File: config.mk
export PLATFORM = sky130hd
export DESIGN_NAME = decode_stage
export DESIGN_NICKNAME = d
export VERILOG_FILES = /design/src/rtl/decode_pkg.sv /design/src/rtl/decode_comb.sv /design/src/rtl/decode_stage.sv
export SDC_FILE = /design/constraint.sdc
export NUM_CORES = 1
export LEC_CHECK = 0
export ABC_AREA = 1
export BUFFER_PORTS_ARGS = -buffer_cell sky130_fd_sc_hd__buf_4
export CAP_MARGIN = 5
export CORE_MARGIN = 5
export CORE_UTILIZATION = 57
export CTS_BUF_LIST = sky130_fd_sc_hd__clkbuf_16
export DETAILED_ROUTE_END_ITERATION = 8
export PLACE_DENSITY = 0.87
export SLEW_MARGIN = 20
export SYNTH_ARGS = -nofsm -noshare
export SYNTH_HDL_FRONTEND = slang
export SYNTH_HIERARCHICAL = 1
export SYNTH_SLANG_ARGS = --single-unit
File: constraint.sdc
create_clock -name clk_i -period 7.8 [get_ports clk_i]
set_input_delay 0.39 -clock clk_i [delete_from_list [all_inputs] [get_ports clk_i]]
set_output_delay 0.39 -clock clk_i [all_outputs]
set_load 0.005 [all_outputs]
File: src/rtl/decode_pkg.sv
// Shared opcode/funct constants, control codes and the decoded bundle type for the RV32I(M) decode stage.
package decode_pkg;

  localparam logic [6:0] OPCODE_LUI       = 7'b0110111;
  localparam logic [6:0] OPCODE_AUIPC     = 7'b0010111;
  localparam logic [6:0] OPCODE_JAL       = 7'b1101111;
  localparam logic [6:0] OPCODE_JALR      = 7'b1100111;
  localparam logic [6:0] OPCODE_BRANCH    = 7'b1100011;
  localparam logic [6:0] OPCODE_LOAD      = 7'b0000011;
  localparam logic [6:0] OPCODE_STORE     = 7'b0100011;
  localparam logic [6:0] OPCODE_IMM_ARITH = 7'b0010011;
  localparam logic [6:0] OPCODE_ARITH     = 7'b0110011;
  localparam logic [6:0] OPCODE_FENCE     = 7'b0001111;
  localparam logic [6:0] OPCODE_SYSTEM    = 7'b1110011;

  localparam logic [2:0] FUNCT3_ADD_SUB = 3'b000;
  localparam logic [2:0] FUNCT3_SLL     = 3'b001;
  localparam logic [2:0] FUNCT3_SLT     = 3'b010;
  localparam logic [2:0] FUNCT3_SLTU    = 3'b011;
  localparam logic [2:0] FUNCT3_XOR     = 3'b100;
  localparam logic [2:0] FUNCT3_SR      = 3'b101;
  localparam logic [2:0] FUNCT3_OR      = 3'b110;
  localparam logic [2:0] FUNCT3_AND     = 3'b111;

  localparam logic [6:0] FUNCT7_BASE   = 7'b0000000;
  localparam logic [6:0] FUNCT7_ALT    = 7'b0100000;
  localparam logic [6:0] FUNCT7_MULDIV = 7'b0000001;

  // Zero is reserved as "no operation" so an illegal entry carries no op.
  localparam logic [4:0] ALU_NONE   = 5'd0;
  localparam logic [4:0] ALU_ADD    = 5'd1;
  localparam logic [4:0] ALU_SUB    = 5'd2;
  localparam logic [4:0] ALU_SLL    = 5'd3;
  localparam logic [4:0] ALU_SLT    = 5'd4;
  localparam logic [4:0] ALU_SLTU   = 5'd5;
  localparam logic [4:0] ALU_XOR    = 5'd6;
  localparam logic [4:0] ALU_SRL    = 5'd7;
  localparam logic [4:0] ALU_SRA    = 5'd8;
  localparam logic [4:0] ALU_OR     = 5'd9;
  localparam logic [4:0] ALU_AND    = 5'd10;
  localparam logic [4:0] ALU_MUL    = 5'd11;
  localparam logic [4:0] ALU_MULH   = 5'd12;
  localparam logic [4:0] ALU_MULHSU = 5'd13;
  localparam logic [4:0] ALU_MULHU  = 5'd14;
  localparam logic [4:0] ALU_DIV    = 5'd15;
  localparam logic [4:0] ALU_DIVU   = 5'd16;
  localparam logic [4:0] ALU_REM    = 5'd17;
  localparam logic [4:0] ALU_REMU   = 5'd18;

  localparam logic [2:0] LSU_B  = 3'd0;
  localparam logic [2:0] LSU_H  = 3'd1;
  localparam logic [2:0] LSU_W  = 3'd2;
  localparam logic [2:0] LSU_BU = 3'd4;
  localparam logic [2:0] LSU_HU = 3'd5;

  localparam logic [2:0] BR_BEQ  = 3'd0;
  localparam logic [2:0] BR_BNE  = 3'd1;
  localparam logic [2:0] BR_JAL  = 3'd2;
  localparam logic [2:0] BR_JALR = 3'd3;
  localparam logic [2:0] BR_BLT  = 3'd4;
  localparam logic [2:0] BR_BGE  = 3'd5;
  localparam logic [2:0] BR_BLTU = 3'd6;
  localparam logic [2:0] BR_BGEU = 3'd7;

  localparam logic [1:0] RS2_RS1 = 2'd0;
  localparam logic [1:0] IMM_RS1 = 2'd1;
  localparam logic [1:0] IMM_PC  = 2'd2;

  localparam logic [1:0] DEST_ALU = 2'd0;
  localparam logic [1:0] DEST_MEM = 2'd1;
  localparam logic [1:0] DEST_PC  = 2'd2;

  typedef struct packed {
    logic        illegal;
    logic [31:0] pc;
    logic        br_sig;
    logic [2:0]  br_op;
    logic [2:0]  lsu_op;
    logic [4:0]  alu_op;
    logic [1:0]  data_origin;
    logic [1:0]  data_dest;
    logic [31:0] imm;
    logic [4:0]  reg_addr1;
    logic [4:0]  reg_addr2;
    logic [4:0]  reg_wr_addr;
    logic        reg_wr_sig;
    logic        mem_wr_sig;
  } decoded_t;

  // alt selects SUB/SRA over ADD/SRL for the shared funct3 slots.
  function automatic logic [4:0] alu_base(input logic [2:0] f3, input logic alt);
    case (f3)
      FUNCT3_ADD_SUB: alu_base = alt ? ALU_SUB : ALU_ADD;
      FUNCT3_SLL:     alu_base = ALU_SLL;
      FUNCT3_SLT:     alu_base = ALU_SLT;
      FUNCT3_SLTU:    alu_base = ALU_SLTU;
      FUNCT3_XOR:     alu_base = ALU_XOR;
      FUNCT3_SR:      alu_base = alt ? ALU_SRA : ALU_SRL;
      FUNCT3_OR:      alu_base = ALU_OR;
      default:        alu_base = ALU_AND;
    endcase
  endfunction

endpackage

File: src/rtl/decode_comb.sv
// Combinational RV32I(M) decoder with illegal-encoding detection.
// DECODE_RV32M_EN enables the M-extension ARITH encodings; otherwise they decode as illegal.
module decode_comb
  import decode_pkg::*;
(
  input  logic [31:0] instr,
  input  logic [31:0] pc,
  output decoded_t    dec
);

`ifdef DECODE_RV32M_EN
  localparam logic M_EN = 1'b1;
`else
  localparam logic M_EN = 1'b0;
`endif

  logic [6:0]  opcode, f7;
  logic [2:0]  f3;
  logic [4:0]  rd, rs1, rs2;
  logic [31:0] imm_i, imm_s, imm_b, imm_u, imm_j;
  logic        illegal;

  assign opcode = instr[6:0];
  assign rd     = instr[11:7];
  assign f3     = instr[14:12];
  assign rs1    = instr[19:15];
  assign rs2    = instr[24:20];
  assign f7     = instr[31:25];

  assign imm_i = {{20{instr[31]}}, instr[31:20]};
  assign imm_s = {{20{instr[31]}}, instr[31:25], instr[11:7]};
  assign imm_b = {{19{instr[31]}}, instr[31], instr[7], instr[30:25], instr[11:8], 1'b0};
  assign imm_u = {instr[31:12], 12'b0};
  assign imm_j = {{11{instr[31]}}, instr[31], instr[19:12], instr[20], instr[30:21], 1'b0};

  always_comb begin
    dec     = '0;
    dec.pc  = pc;
    illegal = 1'b0;
    case (opcode)
      OPCODE_LUI: begin
        dec.alu_op = ALU_ADD; dec.data_origin = IMM_RS1; dec.imm = imm_u;
        dec.reg_wr_addr = rd; dec.reg_wr_sig = 1'b1;
      end
      OPCODE_AUIPC: begin
        dec.alu_op = ALU_ADD; dec.data_origin = IMM_PC; dec.imm = imm_u;
        dec.reg_wr_addr = rd; dec.reg_wr_sig = 1'b1;
      end
      OPCODE_JAL: begin
        dec.br_sig = 1'b1; dec.br_op = BR_JAL; dec.data_origin = IMM_PC;
        dec.data_dest = DEST_PC; dec.imm = imm_j;
        dec.reg_wr_addr = rd; dec.reg_wr_sig = 1'b1;
      end
      OPCODE_JALR: begin
        illegal = (f3 != 3'b000);
        dec.br_sig = 1'b1; dec.br_op = BR_JALR; dec.data_origin = IMM_RS1;
        dec.data_dest = DEST_PC; dec.imm = imm_i; dec.reg_addr1 = rs1;
        dec.reg_wr_addr = rd; dec.reg_wr_sig = 1'b1;
      end
      OPCODE_BRANCH: begin
        illegal = (f3 == 3'b010) || (f3 == 3'b011);
        dec.br_sig = 1'b1; dec.br_op = f3; dec.data_origin = RS2_RS1;
        dec.imm = imm_b; dec.reg_addr1 = rs1; dec.reg_addr2 = rs2;
      end
      OPCODE_LOAD: begin
        illegal = (f3 == 3'b011) || (f3 == 3'b110) || (f3 == 3'b111);
        dec.lsu_op = f3; dec.alu_op = ALU_ADD; dec.data_origin = IMM_RS1;
        dec.data_dest = DEST_MEM; dec.imm = imm_i; dec.reg_addr1 = rs1;
        dec.reg_wr_addr = rd; dec.reg_wr_sig = 1'b1;
      end
      OPCODE_STORE: begin
        illegal = (f3[2] == 1'b1) || (f3 == 3'b011);
        dec.lsu_op = f3; dec.alu_op = ALU_ADD; dec.data_origin = IMM_RS1;
        dec.imm = imm_s; dec.reg_addr1 = rs1; dec.reg_addr2 = rs2;
        dec.mem_wr_sig = 1'b1;
      end
      OPCODE_IMM_ARITH: begin
        dec.data_origin = IMM_RS1; dec.imm = imm_i; dec.reg_addr1 = rs1;
        dec.reg_wr_addr = rd; dec.reg_wr_sig = 1'b1;
        dec.alu_op = alu_base(f3, 1'b0);
        // Shift amounts live in imm[4:0]; the upper bits are the funct7 selector.
        if (f3 == FUNCT3_SLL) begin
          illegal = (f7 != FUNCT7_BASE);
          dec.imm = {27'b0, imm_i[4:0]};
        end else if (f3 == FUNCT3_SR) begin
          illegal = (f7 != FUNCT7_BASE) && (f7 != FUNCT7_ALT);
          dec.alu_op = alu_base(f3, f7 == FUNCT7_ALT);
          dec.imm = {27'b0, imm_i[4:0]};
        end
      end
      OPCODE_ARITH: begin
        dec.data_origin = RS2_RS1; dec.reg_addr1 = rs1; dec.reg_addr2 = rs2;
        dec.reg_wr_addr = rd; dec.reg_wr_sig = 1'b1;
        if (f7 == FUNCT7_BASE)
          dec.alu_op = alu_base(f3, 1'b0);
        else if (f7 == FUNCT7_ALT && (f3 == FUNCT3_ADD_SUB || f3 == FUNCT3_SR))
          dec.alu_op = alu_base(f3, 1'b1);
        else if (M_EN && f7 == FUNCT7_MULDIV)
          dec.alu_op = ALU_MUL + {2'b00, f3};
        else
          illegal = 1'b1;
      end
      OPCODE_FENCE, OPCODE_SYSTEM: ;
      default: illegal = 1'b1;
    endcase
    if (dec.reg_wr_addr == 5'd0)
      dec.reg_wr_sig = 1'b0;
    // Illegal entries keep only their PC so a later trap can report it.
    if (illegal) begin
      dec         = '0;
      dec.pc      = pc;
      dec.illegal = 1'b1;
    end
  end

endmodule

File: src/rtl/decode_stage.sv
// Registered decode stage: decode_comb feeding a DEPTH-entry FIFO with valid/ready on both sides.
// Build with DECODE_RV32M_EN defined to accept the M-extension encodings.
module decode_stage
  import decode_pkg::*;
#(
  parameter int DEPTH = 2,
  parameter int XLEN  = 32
) (
  input  logic            clk_i,
  input  logic            rst_i,
  input  logic            flush_i,
  input  logic [31:0]     instr_i,
  input  logic [XLEN-1:0] pc_i,
  input  logic            valid_i,
  output logic            ready_o,
  output logic            valid_o,
  input  logic            ready_i,
  output logic [XLEN-1:0] pc_o,
  output logic            illegal_o,
  output logic            br_sig_o,
  output logic [2:0]      br_op_o,
  output logic [2:0]      lsu_op_o,
  output logic [4:0]      alu_op_o,
  output logic [1:0]      data_origin_o,
  output logic [1:0]      data_dest_o,
  output logic [31:0]     imm_o,
  output logic [4:0]      reg_addr1_o,
  output logic [4:0]      reg_addr2_o,
  output logic [4:0]      reg_wr_addr_o,
  output logic            reg_wr_sig_o,
  output logic            mem_wr_sig_o
);

  localparam int PTR_W = $clog2(DEPTH);
  localparam int CNT_W = PTR_W + 1;

  decoded_t         dec, head;
  decoded_t         fifo_mem [DEPTH];
  logic [PTR_W-1:0] wr_ptr, rd_ptr;
  logic [CNT_W-1:0] count;
  logic             push, pop;

  decode_comb u_decode_comb (
    .instr (instr_i),
    .pc    (pc_i),
    .dec   (dec)
  );

  assign ready_o = (count != CNT_W'(DEPTH));
  assign valid_o = (count != '0);
  assign push    = valid_i && ready_o && !flush_i;
  assign pop     = valid_o && ready_i && !flush_i;

  always_ff @(posedge clk_i or posedge rst_i) begin
    if (rst_i) begin
      wr_ptr <= '0;
      rd_ptr <= '0;
      count  <= '0;
      for (int i = 0; i < DEPTH; i++)
        fifo_mem[i] <= '0;
    end else if (flush_i) begin
      wr_ptr <= '0;
      rd_ptr <= '0;
      count  <= '0;
    end else begin
      if (push) begin
        fifo_mem[wr_ptr] <= dec;
        wr_ptr           <= wr_ptr + 1'b1;
      end
      if (pop)
        rd_ptr <= rd_ptr + 1'b1;
      if (push && !pop)
        count <= count + 1'b1;
      else if (pop && !push)
        count <= count - 1'b1;
    end
  end

  // Stale slots may hold old entries, so the head is masked whenever the FIFO is empty.
  assign head = valid_o ? fifo_mem[rd_ptr] : '0;

  assign pc_o          = head.pc;
  assign illegal_o     = head.illegal;
  assign br_sig_o      = head.br_sig;
  assign br_op_o       = head.br_op;
  assign lsu_op_o      = head.lsu_op;
  assign alu_op_o      = head.alu_op;
  assign data_origin_o = head.data_origin;
  assign data_dest_o   = head.data_dest;
  assign imm_o         = head.imm;
  assign reg_addr1_o   = head.reg_addr1;
  assign reg_addr2_o   = head.reg_addr2;
  assign reg_wr_addr_o = head.reg_wr_addr;
  assign reg_wr_sig_o  = head.reg_wr_sig;
  assign mem_wr_sig_o  = head.mem_wr_sig;

endmodule
* Yosys cells after proc, flatten, opt, wreduce, memory -nomap -nowiden
Index checks and enable logic that the tools add are counted.
** Word-level totals
- Bits in registers :: 200
- Word-level logic and storage cells :: 141
- Input bits :: 69
** Cells by class
- Bitwise operators :: 3
- Reduce and logical (&&, ||, !) cells :: 38
- Eq/ne operators :: 21
- $add $sub $neg :: 4
- Muxes and demuxes :: 41
- Order comparisons :: 3
** Operator list (number)
- $mux 98 :: 6
- $bwmux 196 :: 1
- $pmux 32 s6 :: 1
- $demux 98 s1 :: 1
- $mux 32 :: 2
- $pmux 4 s7 :: 2
- $mux 5 :: 6
- $eq 7x6->1 const B :: 4
- $eq 7x7->1 const B :: 4
- $pmux 4 s6 :: 1
- $pmux 5 s3 :: 1
- $eq 7x5->1 const B :: 2
- $eq 3x3->1 const B :: 4
- $pmux 4 s3 :: 1
- $mux 1 :: 10
- $reduce_or 2->1 :: 5
- $reduce_or 5->1 :: 2
- $logic_and 1x1->1 :: 9
- $pmux 2 s2 :: 2
- $eq 7x2->1 const B :: 1
- $eq 7x4->1 const B :: 1
- $logic_not 7->1 :: 1
- $ne 7x6->1 const B :: 1
- $pmux 1 s7 :: 1
- 26 further kinds :: 41

* Longest topological paths before layout
- Depth after elaboration :: 8
- Gate-level depth with buffers :: 14

* Cells and area by module
The synthesis kept the hierarchy.
** Modules (own cells, without submodules)
- decode_stage :: cells each 1096, area each 9051.2 um^2, times used 1
- decode_comb :: cells each 329, area each 1551.5 um^2, times used 1

* Least setup slack after synthesis
OpenSTA, ideal clock, no wires.
- Kind :: input to register
- Start :: input instr_i[14]
- End :: register fifo_mem[13] (netlist bit)
- Arrival time :: 1.759 ns
- Library setup time :: 0.083 ns
- Required time :: 7.717 ns
- Stages :: 14
- Setup slack :: 5.958 ns
- Cells stage by stage :: buf_2 inv_2 nand2_1 nor2_1 inv_1 nand2_1 o21ai_1 a21oi_4 nand3_2 buf_6 buf_6 nor2_1 inv_1 o21ai_0
** RTL lines
- start, declared :: line decode_stage.sv:12 : input logic [31:0] instr_i,
- end signal, assigned by index :: line decode_stage.sv:60 : fifo_mem[i] <= '0;
- end signal, assigned by index :: line decode_stage.sv:67 : fifo_mem[wr_ptr] <= dec;
- end, declared :: line decode_stage.sv:38 : decoded_t fifo_mem [DEPTH];

* Worst setup path after layout
- Start :: register rd_ptr
- End :: output reg_wr_addr_o[4]
** Between the ends
- Cells in the longest elaborated chain, start to end :: 5
** Ends and longest elaborated chain
- start, declared :: line decode_stage.sv:39 : logic [PTR_W-1:0] wr_ptr, rd_ptr;
- start signal, assigned :: line decode_stage.sv:71 : rd_ptr <= rd_ptr + 1'b1;
- $not 1->2 (not written as such) :: line decode_stage.sv:80 : assign head = valid_o ? fifo_mem[rd_ptr] : '0;
- $mux 98 (not written as such) (3 in a row) :: line decode_stage.sv:80
- $mux 98 :: line decode_stage.sv:80
- end, declared :: line decode_stage.sv:29 : output logic [4:0] reg_wr_addr_o,
Every way passes these cells. The select of a mux whose other input is x is not followed.

==> metrics.md <==
| Metric | Value |
|---|---|
| Clock transition at the registers of the reported paths | `approximately 0.070 ns` |
| Residual DRC count | `0` |
| Mean Syn Cell Area | `~7.4 um2` |
| # setup viols final | `0` |
| Clock root cell | `clkbuf_16` |
| Slew Viols, Final | `0` |
| Ant diodes | `0` |
| Worst r2r src | `count[0]` |
| Final TNS setup | `0 ns` |
| CTS max path bufs | `2` |
| Final hold violation count | `0` |
| Io pins | `around 170` |
| Die span in x | `146 um` |
| Die Footprint | `0.0214 mm2` |
| Worst Path Max Fanout | `55` |
| CTS sink cnt | `200` |
| Grt total ovfl | `0` |
| Die Height | `roughly 150 um` |
| Antenna viol nets, final | `0` |
| DR WL/cell | `~15 um` |
| CP Cell Sequence | `clkinv_2 > buf_4 > nand2_1 > a21oi_1 > buf_4` |
| Syn Nets | `between 1,000 and 1,500` |
| Area growth from synthesis to layout | `13.8%` |
| Nature of the critical path endpoint | `primary output` |
| Layout cells sized above 1 | `17.9%` |
| CP peak stage delay | `around 0.86 ns` |
| Routed vias/inst | `5.43` |
| Post-layout net count | `1,571` |
| Cts repair resizes | `0` |
| Worst Setup EP | `reg_wr_addr_o[4]` |
| CP startpoint kind | `flop` |
| Initial antenna violation count | `0` |
| Crit path max-delay cell type | `dfrtp_4` |
| Post-synthesis cell type count | `32` |
| Yosys reg bits | `200` |
| CP arrival | `between 3 and 4 ns` |
| Most frequent cells in the layout | `nand2_1 (485), dfrtp_1 (199), buf_4 (176)` |
| Skew final | `between 0.01 and 0.015 ns` |
| CP required | `7.41 ns` |
| Number of CTS-inserted buffers | `17` |
| First-pass GRT wire length | `44,200 um` |
| Layout fillers | `1,595` |
| Most common cell on crit path | `buf_4` |
| Yosys warns | `6` |
| R2R Setup Slk | `5.44 ns` |
| Worst vdd ir | `0.000171 V` |
| Unrepaired setup endpoints after global routing | `no` |
| Setup WS pre-CTS | `about 4.2 ns` |
| Leak pwr | `~5.5 nW` |
| Site row count | `between 40 and 50` |
| TritonCTS clock tree | `built` |
| Status | `finished clean` |
| Tmin final | `3.53 ns` |
| Final WS setup | `4.27 ns` |
| Total track usage | `24.9%` |
| DR pass1 iterations | `5` |
| Number of global-route vias before repair | `8,974` |
| Drt total wl | `between 20,000 and 30,000 um` |
| Starting Density | `58.4%` |
| Max Freq | `0.283 GHz` |
| PortBufs | `168` |
| H-tree depth | `4` |
| Setup bufs post-CTS | `0` |
| Core box area | `0.0181 mm2` |
| HP Class | `in -> async` |
| Placed cell area | `0.0115 mm2` |
| Largest net degree at the start of global routing | `about 130` |
| Post-Synthesis Cell Area | `between 0.01 and 0.015 mm2` |
| CP Class | `reg -> out` |
| RD Place Congestion | `0.910` |
| Final non-filler cell area | `0.0121 mm2` |
| Register area share after synthesis | `47.2%` |
| Worst reg2reg path endpoint | `fifo_mem[132]` |
| Commonest non-fill, non-tap cell in the layout | `nand2_1` |
| DPL Wire Length | `17,900 um` |
| DR vias | `9,460` |
| Crit share post-route | `45.3%` |
| # hold bufs at CTS | `0` |
| Slew HR | `29.1%` |
| Max-cap viol count | `0` |
| FF-to-FF path depth | `7` |
| DR iter-0 viols | `~720` |
| Post-Syn Instances | `1,425` |
| PwrDens | `219 mW/mm2` |
| Clk Latency, worst-skew pair | `0.43 ns` |
| Overall power | `2.64 mW` |
| Final core occ | `66.5%` |
| Slew at the pin with the worst max-slew slack | `1.06 ns` |
| Crit path launch | `rd_ptr` |
==> critical path, delay by kind of cell, from the launching register on <==
| kind | cells | cell delay [ns] |
|---|---|---|
| flip-flops | 1 | 0.86 |
| AND/OR/NAND/NOR | 1 | 0.12 |
| buffers and inverters | 3 | 1.58 |
| AO/OA/AOI/OAI | 1 | 0.09 |
==> sequential cells by signal, indices dropped and copies added (netlist names) <==
signal and flops:
count 2, rd_ptr 1, fifo_mem 196, wr_ptr 1
==> how the worst min path moves through the flow <==
stage                        from       endpoint  slack [ns]  cells after the start
finish                      rst_i  fifo_mem[193]        0.09                      2
global route                rst_i  fifo_mem[193]        0.22                      2
CTS                         rst_i  fifo_mem[193]        0.17                      2
detailed placement  fifo_mem[121]  fifo_mem[121]        0.47                      2
global placement    fifo_mem[136]  fifo_mem[136]        0.46                      2
floorplan            fifo_mem[27]   fifo_mem[27]        0.45                      2
==> cells in the mapped netlist <==
cell type | n | area (um2)
o21ai_0 | 105 | 526
a31o_2 | 1 | 8.76
nor3_2 | 1 | 10.0
nand4_1 | 5 | 31.3
nor2_2 | 1 | 6.26
nor2_4 | 2 | 22.5
a21oi_1 | 111 | 556
dfrtp_1 | 200 | 5000
nor2_1 | 107 | 402
buf_4 | 34 | 255
o21ai_1 | 65 | 325
buf_1 | 3 | 11.3
o211ai_1 | 1 | 7.51
o41ai_1 | 1 | 8.76
nand2_1 | 485 | 1820
clkbuf_2 | 1 | 5.00
a32oi_1 | 1 | 8.76
inv_2 | 6 | 22.5
a21oi_4 | 1 | 16.3
o21ai_2 | 40 | 350
inv_1 | 137 | 514
buf_2 | 18 | 90.1
conb_1 | 1 | 3.75
a22oi_1 | 4 | 30.0
nand3_2 | 4 | 40.0
nor3_1 | 1 | 5.00
buf_6 | 19 | 214
a21oi_2 | 2 | 17.5
nand2_2 | 3 | 18.8
nand3_1 | 20 | 100
clkbuf_1 | 44 | 165
or2_1 | 1 | 6.26
==> per-layer routing <==
| metal | vias up | track usage [%] | part of all wire, % |
|---|---|---|---|
| li1 | 4604 | - | - |
| met1 | 4439 | 34.1 | 42 |
| met2 | 379 | 40.0 | 47 |
| met3 | 38 | 4.68 | 8.3 |
| met4 | 0 | 8.47 | 2.3 |
| met5 | - | 0 | 0 |
==> logic make-up (layout without fill, tap and decap cells) <==
| group | after synthesis | in the layout | synth area share (%) |
|---|---|---|---|
| DFF | 200 | 200 | 47.2 |
| other | 1 | 1 | 0.0354 |
| and+or+nand+nor | 630 | 630 | 23.2 |
| AOI/OAI and AO/OA | 332 | 332 | 17.5 |
| buffers and inverters | 262 | 351 | 12.0 |
==> area by class of cell <==
cell class	instances	area (um2)	share of cell area, %
inverters	143	546	4.52
repair buffers	177	1340	11.1
clock inverters	14	125	1.04
well taps	229	287	2.37
multi-input cells	963	4340	35.9
flip-flops and latches	200	5010	41.5
clock buffers	17	425	3.52
==> where the power goes <==
part,switching (mW),internal (mW),total (mW),leakage [nW]
Clock,0.393,0.440,0.833,0.261
Combinational,0.343,0.189,0.533,2.59
Sequential,0.0945,1.18,1.27,2.69
==> metrics by stage <==
step / hold WS (ns) / instances
floorplan: 0.453 / 1425
global placement: 0.463 / 1711
detailed placement: 0.468 / 1711
CTS: 0.173 / 1742
global route: 0.219 / 1743
finish: 0.0868 / 1743
(Power assumes the default switching activity.)
